==> config.mk <==
export PLATFORM = sky130hd
export DESIGN_NAME = matrix_max7219_tx
export DESIGN_NICKNAME = d
export VERILOG_FILES = /design/src/rtl/matrix_max7219_tx.sv
export SDC_FILE = /design/constraint.sdc
export NUM_CORES = 1
export LEC_CHECK = 0
export ABC_AREA = 1
export CORE_ASPECT_RATIO = 1.75
export CORE_MARGIN = 1.5
export CORE_UTILIZATION = 35
export DETAILED_ROUTE_END_ITERATION = 16
export PLACE_DENSITY_LB_ADDON = 0.12
export SYNTH_ARGS = -nofsm -noshare
export SYNTH_HDL_FRONTEND = slang
export SYNTH_SLANG_ARGS = --single-unit
==> constraint.sdc <==
create_clock -name MT_CLOCK_50 -period 3 [get_ports MT_CLOCK_50]
set_input_delay 0.3 -clock MT_CLOCK_50 [delete_from_list [all_inputs] [get_ports MT_CLOCK_50]]
set_output_delay 0.3 -clock MT_CLOCK_50 [all_outputs]
set_load 0.01 [all_outputs]
==> src/rtl/matrix_max7219_tx.sv <==
// matrix_max7219_tx: streams the eight row registers to a MAX7219 8x8 LED matrix driver.
// After reset it sends the 5-word init sequence once, then refreshes rows 1..8 continuously.
// Optional build macro: MATRIX_SNAPSHOT_EN -- captures all rows at the start of each frame (tear-free).
module matrix_max7219_tx #(
  parameter int unsigned DATAWIDTH_BUS = 8,
  parameter int unsigned CLKDIV        = 25,
  parameter logic [3:0]  INTENSITY     = 4'hF
) (
  input  logic                     MT_CLOCK_50,
  input  logic                     MT_RESET,
  input  logic                     MT_ENABLE_IN,
  input  logic [DATAWIDTH_BUS-1:0] MT_REG0_IN,
  input  logic [DATAWIDTH_BUS-1:0] MT_REG1_IN,
  input  logic [DATAWIDTH_BUS-1:0] MT_REG2_IN,
  input  logic [DATAWIDTH_BUS-1:0] MT_REG3_IN,
  input  logic [DATAWIDTH_BUS-1:0] MT_REG4_IN,
  input  logic [DATAWIDTH_BUS-1:0] MT_REG5_IN,
  input  logic [DATAWIDTH_BUS-1:0] MT_REG6_IN,
  input  logic [DATAWIDTH_BUS-1:0] MT_REG7_IN,
  output logic                     MT_DIN_OUT,
  output logic                     MT_SCLK_OUT,
  output logic                     MT_LOAD_OUT,
  output logic                     MT_FRAME_DONE_OUT
);

  localparam int unsigned WORD_W     = 16;
  localparam int unsigned ROW_W      = 8;
  localparam int unsigned ROWS       = 8;
  localparam int unsigned IDX_W      = 3;
  localparam int unsigned BIT_W      = 5;
  localparam int unsigned INIT_WORDS = 5;
  localparam int unsigned DIV_W      = (CLKDIV > 1) ? $clog2(CLKDIV) : 1;

  typedef enum logic [1:0] {
    ST_IDLE  = 2'd0,
    ST_SHIFT = 2'd1,
    ST_LATCH = 2'd2
  } state_e;

  // Word to send for a given position: init table until init_done, then digit rows.
  function automatic logic [WORD_W-1:0] build_word(
    input logic             idone,
    input logic [IDX_W-1:0] widx,
    input logic [IDX_W-1:0] row,
    input logic [ROW_W-1:0] rdata
  );
    logic [WORD_W-1:0] w;
    w = '0;
    if (!idone) begin
      case (widx)
        3'd0:    w = 16'h0C01;
        3'd1:    w = 16'h0900;
        3'd2:    w = 16'h0B07;
        3'd3:    w = {8'h0A, 4'h0, INTENSITY};
        default: w = 16'h0F00;
      endcase
    end else begin
      w = {4'h0, 4'({1'b0, row} + 4'd1), rdata};
    end
    return w;
  endfunction

  state_e             state_q, state_d;
  logic [DIV_W-1:0]   div_q, div_d;
  logic [WORD_W-1:0]  shift_q, shift_d;
  logic [BIT_W-1:0]   bit_q, bit_d;
  logic               lat_q, lat_d;
  logic               sclk_q, sclk_d;
  logic               din_q, din_d;
  logic               load_q, load_d;
  logic               fd_q, fd_d;
  logic               init_done_q, init_done_d;
  logic [IDX_W-1:0]   widx_q, widx_d;
  logic [IDX_W-1:0]   row_q, row_d;

  logic               tick_c;
  logic               latch_done_c;
  logic               start_c;
  logic [ROW_W-1:0]   rdata_c;
  logic [WORD_W-1:0]  word_c;
  logic [ROW_W-1:0]   row_in_c [ROWS];

  assign row_in_c[0] = ROW_W'(MT_REG0_IN);
  assign row_in_c[1] = ROW_W'(MT_REG1_IN);
  assign row_in_c[2] = ROW_W'(MT_REG2_IN);
  assign row_in_c[3] = ROW_W'(MT_REG3_IN);
  assign row_in_c[4] = ROW_W'(MT_REG4_IN);
  assign row_in_c[5] = ROW_W'(MT_REG5_IN);
  assign row_in_c[6] = ROW_W'(MT_REG6_IN);
  assign row_in_c[7] = ROW_W'(MT_REG7_IN);

  assign tick_c       = (div_q == DIV_W'(CLKDIV - 1));
  assign latch_done_c = (state_q == ST_LATCH) && tick_c && lat_q;

  // Free-running tick divider.
  always_comb begin
    div_d = div_q + DIV_W'(1);
    if (tick_c) div_d = '0;
  end

  // Word position: advances when a LATCH completes, whether or not the next word starts.
  always_comb begin
    init_done_d = init_done_q;
    widx_d      = widx_q;
    row_d       = row_q;
    if (latch_done_c) begin
      if (!init_done_q) begin
        if (widx_q == IDX_W'(INIT_WORDS - 1)) begin
          init_done_d = 1'b1;
          row_d       = '0;
        end else begin
          widx_d = widx_q + IDX_W'(1);
        end
      end else begin
        row_d = row_q + IDX_W'(1);
      end
    end
  end

`ifdef MATRIX_SNAPSHOT_EN
  logic [ROW_W-1:0] snap_q [ROWS];
  logic [ROW_W-1:0] snap_d [ROWS];

  // Frame buffer: captured on the start tick of the row-0 word.
  always_comb begin
    snap_d = snap_q;
    if (start_c && init_done_d && (row_d == '0)) begin
      for (int i = 0; i < ROWS; i++) snap_d[i] = row_in_c[i];
    end
  end

  // Row 0 goes straight from the inputs (same values the buffer captures); others from the buffer.
  always_comb begin
    rdata_c = snap_q[row_d];
    if (row_d == '0) rdata_c = row_in_c[0];
  end

  // Frame buffer register.
  always_ff @(posedge MT_CLOCK_50 or negedge MT_RESET) begin
    if (!MT_RESET) begin
      for (int i = 0; i < ROWS; i++) snap_q[i] <= '0;
    end else begin
      snap_q <= snap_d;
    end
  end
`else
  // Each row sampled directly on its own word-start tick.
  always_comb begin
    rdata_c = row_in_c[row_d];
  end
`endif

  assign word_c = build_word(init_done_d, widx_d, row_d, rdata_c);

  // Transmit FSM: next state and serial outputs.
  always_comb begin
    state_d = state_q;
    shift_d = shift_q;
    bit_d   = bit_q;
    lat_d   = lat_q;
    sclk_d  = sclk_q;
    din_d   = din_q;
    load_d  = load_q;
    fd_d    = 1'b0;
    start_c = 1'b0;

    case (state_q)
      ST_IDLE: begin
        if (tick_c && MT_ENABLE_IN) start_c = 1'b1;
      end
      ST_SHIFT: begin
        if (tick_c) begin
          if (!sclk_q) begin
            sclk_d = 1'b1;
            bit_d  = bit_q + BIT_W'(1);
          end else if (bit_q == BIT_W'(WORD_W)) begin
            sclk_d  = 1'b0;
            load_d  = 1'b1;
            lat_d   = 1'b0;
            state_d = ST_LATCH;
          end else begin
            sclk_d  = 1'b0;
            shift_d = shift_q << 1;
            din_d   = shift_d[WORD_W-1];
          end
        end
      end
      ST_LATCH: begin
        if (tick_c) begin
          if (!lat_q) begin
            lat_d = 1'b1;
          end else begin
            fd_d = init_done_q && (row_q == IDX_W'(ROWS - 1));
            if (MT_ENABLE_IN) start_c = 1'b1;
            else              state_d = ST_IDLE;
          end
        end
      end
      default: state_d = ST_IDLE;
    endcase

    // Word start: shared by IDLE and back-to-back LATCH completion.
    if (start_c) begin
      shift_d = word_c;
      din_d   = word_c[WORD_W-1];
      sclk_d  = 1'b0;
      load_d  = 1'b0;
      bit_d   = '0;
      state_d = ST_SHIFT;
    end
  end

  // State, datapath and output registers.
  always_ff @(posedge MT_CLOCK_50 or negedge MT_RESET) begin
    if (!MT_RESET) begin
      state_q     <= ST_IDLE;
      div_q       <= '0;
      shift_q     <= '0;
      bit_q       <= '0;
      lat_q       <= 1'b0;
      sclk_q      <= 1'b0;
      din_q       <= 1'b0;
      load_q      <= 1'b1;
      fd_q        <= 1'b0;
      init_done_q <= 1'b0;
      widx_q      <= '0;
      row_q       <= '0;
    end else begin
      state_q     <= state_d;
      div_q       <= div_d;
      shift_q     <= shift_d;
      bit_q       <= bit_d;
      lat_q       <= lat_d;
      sclk_q      <= sclk_d;
      din_q       <= din_d;
      load_q      <= load_d;
      fd_q        <= fd_d;
      init_done_q <= init_done_d;
      widx_q      <= widx_d;
      row_q       <= row_d;
    end
  end

  assign MT_DIN_OUT        = din_q;
  assign MT_SCLK_OUT       = sclk_q;
  assign MT_LOAD_OUT       = load_q;
  assign MT_FRAME_DONE_OUT = fd_q;

endmodule
* Word level (Yosys, flattened, before mapping)
Cells that the tools add are included.
** Storage, ports and cells
- Memory bits (read-only) :: 0
- Bits in registers :: 39
- Word-level logic and storage cells :: 117
- Input bits :: 67
- Bits in writable memories :: 0
- Memories :: 0
- Latch bits :: 0
** Operators by class
- Eq/ne operators :: 22
- Add/subtract/negate cells :: 5
- Multiply operators :: 0
- $lt $le $gt $ge :: 1
- Shift-type cells :: 0
- Div/mod/pow operators :: 0
- Mux-type cells :: 59
- Reductions and logical operators :: 17
- Bitwise operators :: 1
** Operators by type and width (count)
- 15-bit 2-to-1 mux :: 5
- 11-bit one-hot mux with 4 select lines :: 1
- 1-bit 2-to-1 mux :: 28
- 5-bit 2-to-1 mux :: 5
- 8-bit binary-select mux with 3-bit select :: 1
- 3-bit 2-to-1 mux :: 6
- 3-bit != test, second input constant :: 6
- 8-bit 2-to-1 mux :: 2
- 2-bit 2-to-1 mux :: 7
- 12-bit 2-to-1 mux :: 1
- 2-bit != test, second input constant :: 6
- 5-bit by 1-bit adder with 5-bit output, second input constant :: 2
- 5-bit equality test, second input constant :: 2
- 2-bit nonzero test :: 5
- 4-bit AND reduction :: 2
- 7-bit AND reduction :: 1
- 3-bit by 1-bit adder with 3-bit output, second input constant :: 2
- 3-bit by 2-bit equality test with 1-bit output, second input constant :: 2
- 3-bit equality test, second input constant :: 2
- 2-bit one-hot mux with 3 select lines :: 1
- 5-bit AND reduction :: 1
- 3-bit by 1-bit adder with 4-bit output, second input constant :: 1
- 4-bit greater-or-equal comparator, second input constant :: 1
- 1-bit logical AND :: 4
- other kinds (10) :: 11

* Longest topological paths before layout
Gate-level depths: netlist of run 1.
- Word-level depth :: 10
- Mapped depth :: 16

* Worst setup path before layout of run 1
No wires, ideal clock.
- Path type :: reg-to-reg
- Start point :: register div_q[0]
- End point :: register shift_q[10]
- Period minus slack after synthesis :: 2.123 ns
- Cell stages (with the launch flop) :: 15
- Path buffers :: 2
- Arrival time :: 2.045 ns
- Slack :: 0.877 ns
- Data required time :: 2.923 ns
- Cells stage by stage :: dfrtp_1 > inv_1 > ha_1 > nand2_1 > nor2_4 > nand3_4 > buf_8 > nor2_4 > nor2_8 > buf_6 > ha_1 > or2_1 > nand3_1 > nand3_1 > a21oi_1
** RTL lines
- start: declaration :: RTL line 64 : logic [DIV_W-1:0] div_q, div_d;
- start signal: assignment :: RTL line 230 : div_q <= div_d;
- 5-bit equality test :: RTL line 92 : assign tick_c = (div_q == DIV_W'(CLKDIV - 1));
- 1-bit logical AND (2 in series) :: RTL line 93 : assign latch_done_c = (state_q == ST_LATCH) && tick_c && lat_q;
- 3-bit 2-to-1 mux :: RTL line 106 : if (latch_done_c) begin
- via row_d[1] :: RTL line 74 : logic [IDX_W-1:0] row_q, row_d;
- 3-bit by 1-bit adder with 4-bit output :: RTL line 58 : w = {4'h0, 4'({1'b0, row} + 4'd1), rdata};
- 12-bit 2-to-1 mux :: RTL line 49 : if (!idone) begin
- 15-bit 2-to-1 mux :: RTL line 203 : if (start_c) begin
- end signal: assignment :: RTL line 231 : shift_q <= shift_d;
- end: declaration :: RTL line 65 : logic [WORD_W-1:0] shift_q, shift_d;
The timed path passes the listed nets, and every way through them passes these cells.
A chain may end at the register's enable or synchronous reset.

* Worst setup path in the final report of run 1
- Start point :: register div_q[0]
- End point :: register shift_q[8]
** On the way
- Longest elaborated chain between the ends :: 8
** RTL lines
- 5-bit equality test * :: RTL line 92
- 1-bit logical AND (2 in series) :: RTL line 93
- 3-bit 2-to-1 mux :: RTL line 106
- 3-bit by 2-bit equality test with 1-bit output (tied with other cells) :: RTL line 50 : case (widx)
- 11-bit one-hot mux with 4 select lines :: RTL line 50
- 12-bit 2-to-1 mux :: RTL line 49
- 15-bit 2-to-1 mux :: RTL line 203
Mark *: on every way between the ends. The rest lies on a longest branch, timed or not.

==> results of run 1 <==
-- layer usage --
metal / GRT usage (%) / vias to the layer above / routed length, um
met5: 0 / - / 0
met4: 6.250 / 0 / 134
met3: 1.630 / 8 / 205
met2: 34.14 / 68 / 4182
met1: 20.65 / 1312 / 3085
li1: - / 1478 / -
-- critical path: cells and delay by family (launching register included) --
kind	cells	cell delay [ns]
fa+ha+maj	1	0.14
simple gates	8	1.20
buf+inv	3	0.61
flops	1	0.40
-- logic make-up (layout without fill, tap and decap cells) --
family                   count (synthesis)  in the layout  share of synthesized area (%)
adder cells (fa/ha/maj)                  9              9                          3.874
AO/OA/AOI/OAI                           48             48                          9.600
XOR/XNOR                                 3              3                         0.9042
flip-flops                              39             39                          33.62
AND/OR/NAND/NOR                        250            250                          40.81
buffers and inverters                   69            136                          11.19
-- worst max path at each step --
stage	to	cells after the start	slack, ns
global route	shift_q[10]	12	0.38
floorplan	shift_q[10]	14	0.88
CTS	shift_q[10]	12	0.56
detailed placement	shift_q[10]	12	0.58
finish	shift_q[8]	12	0.59
global placement	shift_q[8]	12	0.65
-- sequential cells by signal, indices dropped and copies added, names as in the netlist --
register and flops:
widx_q 3, lat_q 1, state_q 2, bit_q 5, MT_SCLK_OUT 1, MT_FRAME_DONE_OUT 1, init_done_q 1, MT_DIN_OUT 1
shift_q 15, MT_LOAD_OUT 1, row_q 3, div_q 5
-- cell usage in the layout (no fill, tap or decap), types with 4 or more instances in the layout --
master | Yosys | layout
nand3_1 | 73 | 73
nor3_1 | 6 | 6
nand2_1 | 117 | 117
o211ai_1 | 4 | 4
clkbuf_16 | 0 | 5
o21ai_0 | 19 | 19
dfrtp_1 | 38 | 38
inv_2 | 7 | 7
inv_1 | 47 | 47
nor2_4 | 5 | 5
a21oi_1 | 14 | 14
nor2_1 | 27 | 27
clkdlybuf4s50_1 | 0 | 69
nand2_2 | 5 | 5
nor2_2 | 6 | 6
ha_1 | 9 | 9
-- where the power goes --
part / internal [mW] / total [mW] / switching, mW
clock: 0.392 / 0.610 / 0.218
sequential: 0.580 / 0.619 / 0.0387
combinational: 0.198 / 0.435 / 0.238
-- final cells by class --
class	instances	area (um2)
clock buffers	5	125.1
fillers	828	4232
repair buffers	72	710.7
flip-flops and latches	39	977.2
clock inverters	3	43.79
inverters	56	211.5
well taps	90	112.6
multi-input cells	310	1604
-- stage by stage --
step / utilization, % / area, um2 / hold slack, ns / cells
after floorplan: - / 2907 / 0.004409 / 418
after global placement: 45.11 / 3616 / 0.4667 / 567
after detailed placement: 45.11 / 3616 / 0.4705 / 567
after CTS: 47.21 / 3785 / 0.1764 / 575
after global routing: 47.21 / 3785 / 0.2078 / 575
final: 47.21 / 3785 / 0.1338 / 575
==> impl_metrics.ini, run 1 <==
[synthesis]
yosys_warnings = 0
synth_common_cells = nand2_1 (117), nand3_1 (73), inv_1 (47)
synth_edf_count = 0
synth_cells = 418
synth_nets = 494
avgSynthCellArea_um2 = 6.953
synthMostInstantiatedCell = nand2_1
yosysTopAreaCellShare_pct = 32.72
synth_top_area_cell = dfrtp_1
synth_flop_cell = dfrtp_1
ys_ff_latch = 39
ys_types = 41
syn_area_mm2 = 0.002907
synth.area.top_cells = dfrtp_1 (33%), nand2_1 (15%), nand3_1 (13%)
synthArstFlopShare_pct = 100.0
seq_area_frac_synth_pct = 33.62

[setup_path]
cp.required_ns = 3.22
cp_cell_sequence = inv_1 > ha_1 > nand2_1 > nor2_4 > nand3_1 > nor2_2 > inv_1 > nand2_2 > clkinv_1 > nor2_1 > nand2_1 > nand2_1
r2r-end = shift_q[8]
worstReg2RegStart = div_q[0]
r2r_cells = 12
cp.arrival_ns = 2.63
worst_setup_path_start_kind = flip-flop
critPathKind = reg -> reg
cp_slowest_cell = dfrtp_1
startpoint = div_q[0]
critPathMaxFanout = 11
end_kind = flip-flop
cp_common_cell = nand2_1
cp_slowest_stage_delay_ns = 0.40
rrSetupSlack_ns = 0.59

[sta]
finalCritPeriodShare_pct = 80.34
fin_ws_ns = 0.5898
clock.fmax_mhz = 414.9
fin_crit_ns = 2.410
rsz0062_at_grt = no
maxSlewHeadroom_pct = 41.45
final_max_slew_viol_count = 0
final_hold_viol_count = 0
tightest_slew_ns = 0.8782
setup-violations-final = 0
setup_tns_ns = 0
fin_skew_ns = 0.003217

[clocking]
clk_latency_ns = 0.28
numCtsBuffers = 5
clk_pin_slew_worst_paths_ns = 0.06
cts_resized = 0
cts_root_buf = clkbuf_16
clk_path_buf_depth = 2
ctsHoldBuffers = 0
cts_htree_levels = 2
cts_setup_buffers = 0
cts_tree = built
cts_sinks = 39

[routing]
drc = 0
drt_iter0_drc = 110
vias = 2866
wl_um = 7608
postRouteAntennaNets = 0
post_drt_wl_per_cell_um = 13.23
viasPerCell = 4.984
firstDrtPassIters = 4

[die]
fp.dieW_um = 71.89
rows = 43
dieArea_mm2 = 0.008881
start_util_pct = 36.26
io_pins = 71
core-area_mm2 = 0.008016
die_h_um = 123.6

[run_status]
run_status = finished, final reports clean

[finish]
nets = 560
layout-drive-gt1-share_pct = 9.485
area_growth_pct = 30.22
diodes = 0

[placement]
gp_congestion = 0.8450
io_buffers = 70
hpwl_um = 5918
pre_cts_ws_ns = 0.5802

[global_routing]
grt_pass1_vias = 2812
grt_max_degree = 40
grt_pass1_wl_um = 12710
antenna_found_initial = 0
grt-ovfl-total = 0
grt.total_usage_pct = 18.02

[job]
drv_cap = 0

[pwr]
p_leak_nw = 1.810
p_per_area_mw_per_mm2 = 439.7
vdd_drop_max_uv = 209.4
finalPower_mw = 1.664

[worst_hold_path]
hold_path_class = in -> async
Note: power is estimated with default switching activity, not from simulation.
==> inputs of run 2 (changes only) <==
Clock period 3 ns to 2.4 ns, I/O delays scaled along.
==> run 2 against run 1 <==
  * Clock power up 15%
  * Highest routed layer unchanged
  * Largest cell class unchanged
  * Hold slack worse by 0.056 ns
  * Maximum frequency up 11%
  * Sequential power up 25%
  * Cell area up 2.6%
==> impl_metrics.ini, run 2 (synthesis results as in run 1) <==
[sta]
holdWs_ns = 0.07731
fin_crit_ns = 2.168
maxSlewHeadroom_pct = 40.57
final_max_slew_viol_count = 0
finalCritPeriodShare_pct = 90.35
clock.fmax_mhz = 461.2
setup-violations-final = 0
setup_tns_ns = 0
rsz0062_at_grt = no
tightest_slew_ns = 0.8915
fin_skew_ns = 0.002850
final_hold_viol_count = 0

[clocking]
cts_root_buf = clkbuf_16
clk_path_buf_depth = 2
cts_tree = built
cts_resized = 0
cts_htree_levels = 2
ctsHoldBuffers = 0
clk_pin_slew_worst_paths_ns = 0.06
numCtsBuffers = 5
clk_latency_ns = 0.28
cts_sinks = 39
cts_setup_buffers = 0

[routing]
viasPerCell = 4.966
dr_wl_met2_um = 4454
firstDrtPassIters = 4
met3_length_um = 276
wl_um = 7909
routed.top_layer = met4
drc = 0
vias = 2905
met1_length_um = 2998
post_drt_wl_per_cell_um = 13.52
drt_iter0_drc = 94
postRouteAntennaNets = 0

[global_routing]
grt-ovfl-total = 0
grt_pass1_wl_um = 13700
grt_pass1_vias = 3069
grt_max_degree = 40
antenna_found_initial = 0
grt.total_usage_pct = 19.79

[finish]
reg_top3 = shift_q (15), bit_q (5), div_q (5)
stdcell_count = 585
layout-drive-gt1-share_pct = 11.11
fin_util_pct = 48.46
area_growth_pct = 33.66
diodes = 0
largest_register_ffs = 15
nets = 570
final_common_cell = nand2_1
layout_common_cells = nand2_1 (117), nand3_1 (73), clkdlybuf4s50_1 (69)
design_area_mm2 = 0.003885
max_flop_register = shift_q

[setup_path]
cp.required_ns = 2.58
cp.arrival_ns = 2.35
worst_setup_path_start_kind = flip-flop
critPathKind = reg -> reg
end_kind = flip-flop
critPathMaxFanout = 14

[placement]
numPlacedInstances = 576
hpwl_um = 6176
io_buffers = 70
placed_area_mm2 = 0.003721
gp_congestion = 0.8221

[die]
fp.dieW_um = 71.89
core-area_mm2 = 0.008016
dieArea_mm2 = 0.008881
die_h_um = 123.6
io_pins = 71
rows = 43
start_util_pct = 36.26

[pwr]
vdd_drop_max_uv = 283.4
clockPowerShare_pct = 34.2
power.share.combinational_pct = 28.0
p_sw_mw = 0.6106
internal_power_mw = 1.438
p_sw_share_pct = 29.80
p_per_area_mw_per_mm2 = 527.4
seqPwrFrac_pct = 37.7
p_leak_nw = 1.862

[job]
drv_cap = 0

[worst_hold_path]
hold_path_class = in -> async

[run_status]
run_status = finished, final reports clean
[run 2: stage by stage]
stage               setup slack (ns)  power (mW)
finish                        0.2316       2.049
global route                0.005030       2.194
CTS                           0.1815       2.077
detailed placement            0.1967       1.364
global placement              0.2457       1.358
floorplan                     0.2775       1.115
[run 2: critical path, stage by stage, from the launching register on]
cell and delay [ns]:
dfrtp_1 0.41, inv_1 0.07, ha_1 0.14, nand2_1 0.09
nor2_4 0.21, nand3_4 0.21, nand2_1 0.20, buf_4 0.22
nand3_1 0.10, nand3_1 0.09, nand3_1 0.08, nand3_1 0.10
nand2_1 0.05, nand2_1 0.05, nand2_1 0.04
[run 2: power groups by stage]
stage / clock (mW) / combinational, mW / sequential [mW]
6_report: 0.701 / 0.574 / 0.773
5_1_grt: 0.754 / 0.658 / 0.782
4_1_cts: 0.721 / 0.582 / 0.774
3_5_place_dp: 0 / 0.578 / 0.786
3_3_place_gp: 0 / 0.575 / 0.784
2_1_floorplan: 0 / 0.338 / 0.777
[run 2: layout make-up]
type / count / area [um2]
Clock buffer: 8 / 156.4
Fill cell: 792 / 4131
Inverter: 56 / 211.5
Multi-Input combinational cell: 310 / 1604
Sequential cell: 39 / 977.2
Tap cell: 90 / 112.6
Timing Repair Buffer: 82 / 823.3
[run 2: routing by layer]
layer  track usage (%)  vias up
met3             2.608       12
met5                 0        -
met4             8.373        0
met1             20.64     1324
li1                  -     1496
met2             38.48       73
[run 2: final timing paths]
check / to / cells past startpoint / startpoint / slack [ns]
min in group MT_CLOCK_50: shift_q[8] / 2 / shift_q[8] / 0.48
hold reg to reg: shift_q[8] / 2 / shift_q[8] / 0.48
hold / removal: init_done_q / 1 / MT_RESET / 0.08
max in group asynchronous: shift_q[12] / 1 / MT_RESET / 1.75
setup reg to reg: shift_q[2] / 14 / div_q[0] / 0.23
setup / recovery: shift_q[2] / 14 / div_q[0] / 0.23
==> inputs of run 3 (changes only) <==
Settings changed: PLACE_DENSITY set to 0.63, PLACE_DENSITY_LB_ADDON 0.12 to not set.
==> run 3 against run 2 <==
  * Non-clock buffer count increased by 1
  * Count of clock-buffer cells in the layout decreased by 2
  * Flip-flop and latch count unchanged
  * Clock skew increased by 0.00097 ns
  * Hold slack improved by 0.0090 ns
  * Combinational power about the same
  * First-iteration DRC count increased by 59%
  * Register-to-register slack improved by 0.04 ns
  * Via count increased by 0.83%
  * Clock power increased by 10%
  * Sequential share of layout area decreased by 0.10 points
==> impl_metrics.ini, run 3 (synthesis results as in run 1) <==
[worst_hold_path]
hold_path_class = in -> async

[setup_path]
r2r_cells = 13
cp.arrival_ns = 2.29
cp_slowest_stage_delay_ns = 0.37
cp_slowest_cell = dfrtp_1
worstSetupPathDepth = 13
critPathMaxFanout = 17
worst-path-buf-inv = 2
end_kind = flip-flop
cp_cell_sequence = inv_1 > ha_1 > nand2_1 > nand2_1 > a21oi_2 > nor2_4 > nor2_8 > buf_12 > nand3_1 > nand2_1 > nand2_1 > nand3_1 > a21oi_1
cp.required_ns = 2.56
path_delay_family = simple AND/OR/NAND/NOR gates
critPathKind = reg -> reg
cp_common_cell = nand2_1
worst_setup_path_start_kind = flip-flop

[sta]
maxSlewHeadroom_pct = 40.87
holdWs_ns = 0.08629
setup_tns_ns = 0
clock.fmax_mhz = 469.6
finalCritPeriodShare_pct = 88.73
rsz0062_at_grt = no
fin_skew_ns = 0.003816
tightest_slew_ns = 0.8869
final_max_slew_viol_count = 0
setup-violations-final = 0
fin_crit_ns = 2.129
final_hold_viol_count = 0
fin_ws_ns = 0.2705

[placement]
pre_cts_ws_ns = 0.2477
hpwl_um = 5939
io_buffers = 70
placed_area_mm2 = 0.003724
gp_congestion = 0.8338

[routing]
viasPerCell = 4.998
post_drt_wl_per_cell_um = 12.88
vias = 2929
firstDrtPassIters = 4
drc = 0
drt_iter0_drc = 149
wl_um = 7546
postRouteAntennaNets = 0

[clocking]
cts_root_buf = clkbuf_16
cts_sinks = 39
clk_path_buf_depth = 2
clk_pin_slew_worst_paths_ns = 0.06
numCtsBuffers = 5
cts_htree_levels = 2
clk_latency_ns = 0.28
cts_tree = built
ctsHoldBuffers = 0

[finish]
max_flop_register = shift_q
diodes = 0
largest_register_ffs = 15
layout-drive-gt1-share_pct = 11.49
final_common_cell = nand2_1
reg_top3 = shift_q (15), bit_q (5), div_q (5)
n_fill_cell = 831
design_area_mm2 = 0.003901
area_growth_pct = 34.22
layout_common_cells = nand2_1 (117), nand3_1 (73), clkdlybuf4s50_1 (69)
nets = 571

[global_routing]
grt_pass1_wl_um = 12770
grt-ovfl-total = 0
grt_max_degree = 40
grt.total_usage_pct = 17.98
grt_pass1_vias = 2944
antenna_found_initial = 0

[job]
drv_cap = 0

[die]
die_h_um = 123.6
fp.dieW_um = 71.89
rows = 43
dieArea_mm2 = 0.008881
core-area_mm2 = 0.008016
io_pins = 71
start_util_pct = 36.26

[pwr]
p_leak_nw = 1.875
vdd_drop_max_uv = 335.7
p_per_area_mw_per_mm2 = 542.8

[run_status]
run_status = finished, final reports clean
==> run 3: cell count changes in the layout (fill, tap and decap cells not counted) <==
cell and delta:
buf_6 +1, clkbuf_1 -1, bufinv_16 +1, buf_12 -1, clkbuf_8 -1, buf_4 +1, clkinv_2 +1
==> run 3: through the flow <==
step	utilization, %	cells	power, mW
6_report	48.67	586	2.118
5_1_grt	48.67	586	2.234
4_1_cts	48.62	586	2.139
3_5_place_dp	46.45	578	1.361
3_3_place_gp	46.45	578	1.353
2_1_floorplan	-	418	1.115
==> run 3: path summary, 6_finish.rpt <==
path | startpoint | end | slack, ns
setup / recovery | widx_q[0] | shift_q[6] | 0.27
hold / removal | MT_RESET | MT_FRAME_DONE_OUT | 0.09
setup reg to reg | widx_q[0] | shift_q[6] | 0.27
hold reg to reg | shift_q[2] | shift_q[2] | 0.48
max in group asynchronous | MT_RESET | shift_q[6] | 1.76
min in group MT_CLOCK_50 | shift_q[2] | shift_q[2] | 0.48
==> run 3: cell type report <==
class	count	area, um2	area share [%]
well taps	90	112.6	2.886
repair buffers	83	822.0	21.07
multi-input cells	310	1604	41.12
flip-flops and latches	39	977.2	25.05
clock inverters	2	35.03	0.8980
inverters	56	211.5	5.420
clock buffers	6	138.9	3.560
==> run 3: per-layer routing <==
| metal | wire, um | global-route usage [%] |
|---|---|---|
| met1 | 2884 | 20.12 |
| met4 | 125 | 6.368 |
| met5 | 0 | 0 |
| met3 | 221 | 2.282 |
| met2 | 4315 | 34.09 |
==> run 3: timing repair <==
| action | in CTS | in global routing |
|---|---|---|
| endpoints found under the setup margin | 0 | 2 |
| buffers inserted | 0 | 0 |
| gates resized for setup | 0 | 1 |
==> run 3: report_power, final <==
part | internal [mW] | switching (mW)
Combinational | 0.270 | 0.302
Clock | 0.517 | 0.256
Sequential | 0.725 | 0.0484
Total | 1.51 | 0.606
==> run 3: worst register-to-register path, cell delays in order (launching register included) <==
cell,delay (ns)
dfrtp_1,0.37
inv_1,0.09
ha_1,0.23
nand2_1,0.19
nand2_1,0.10
a21oi_2,0.28
nor2_4,0.09
nor2_8,0.14
buf_12,0.15
nand3_1,0.09
nand2_1,0.08
nand2_1,0.06
nand3_1,0.08
a21oi_1,0.07
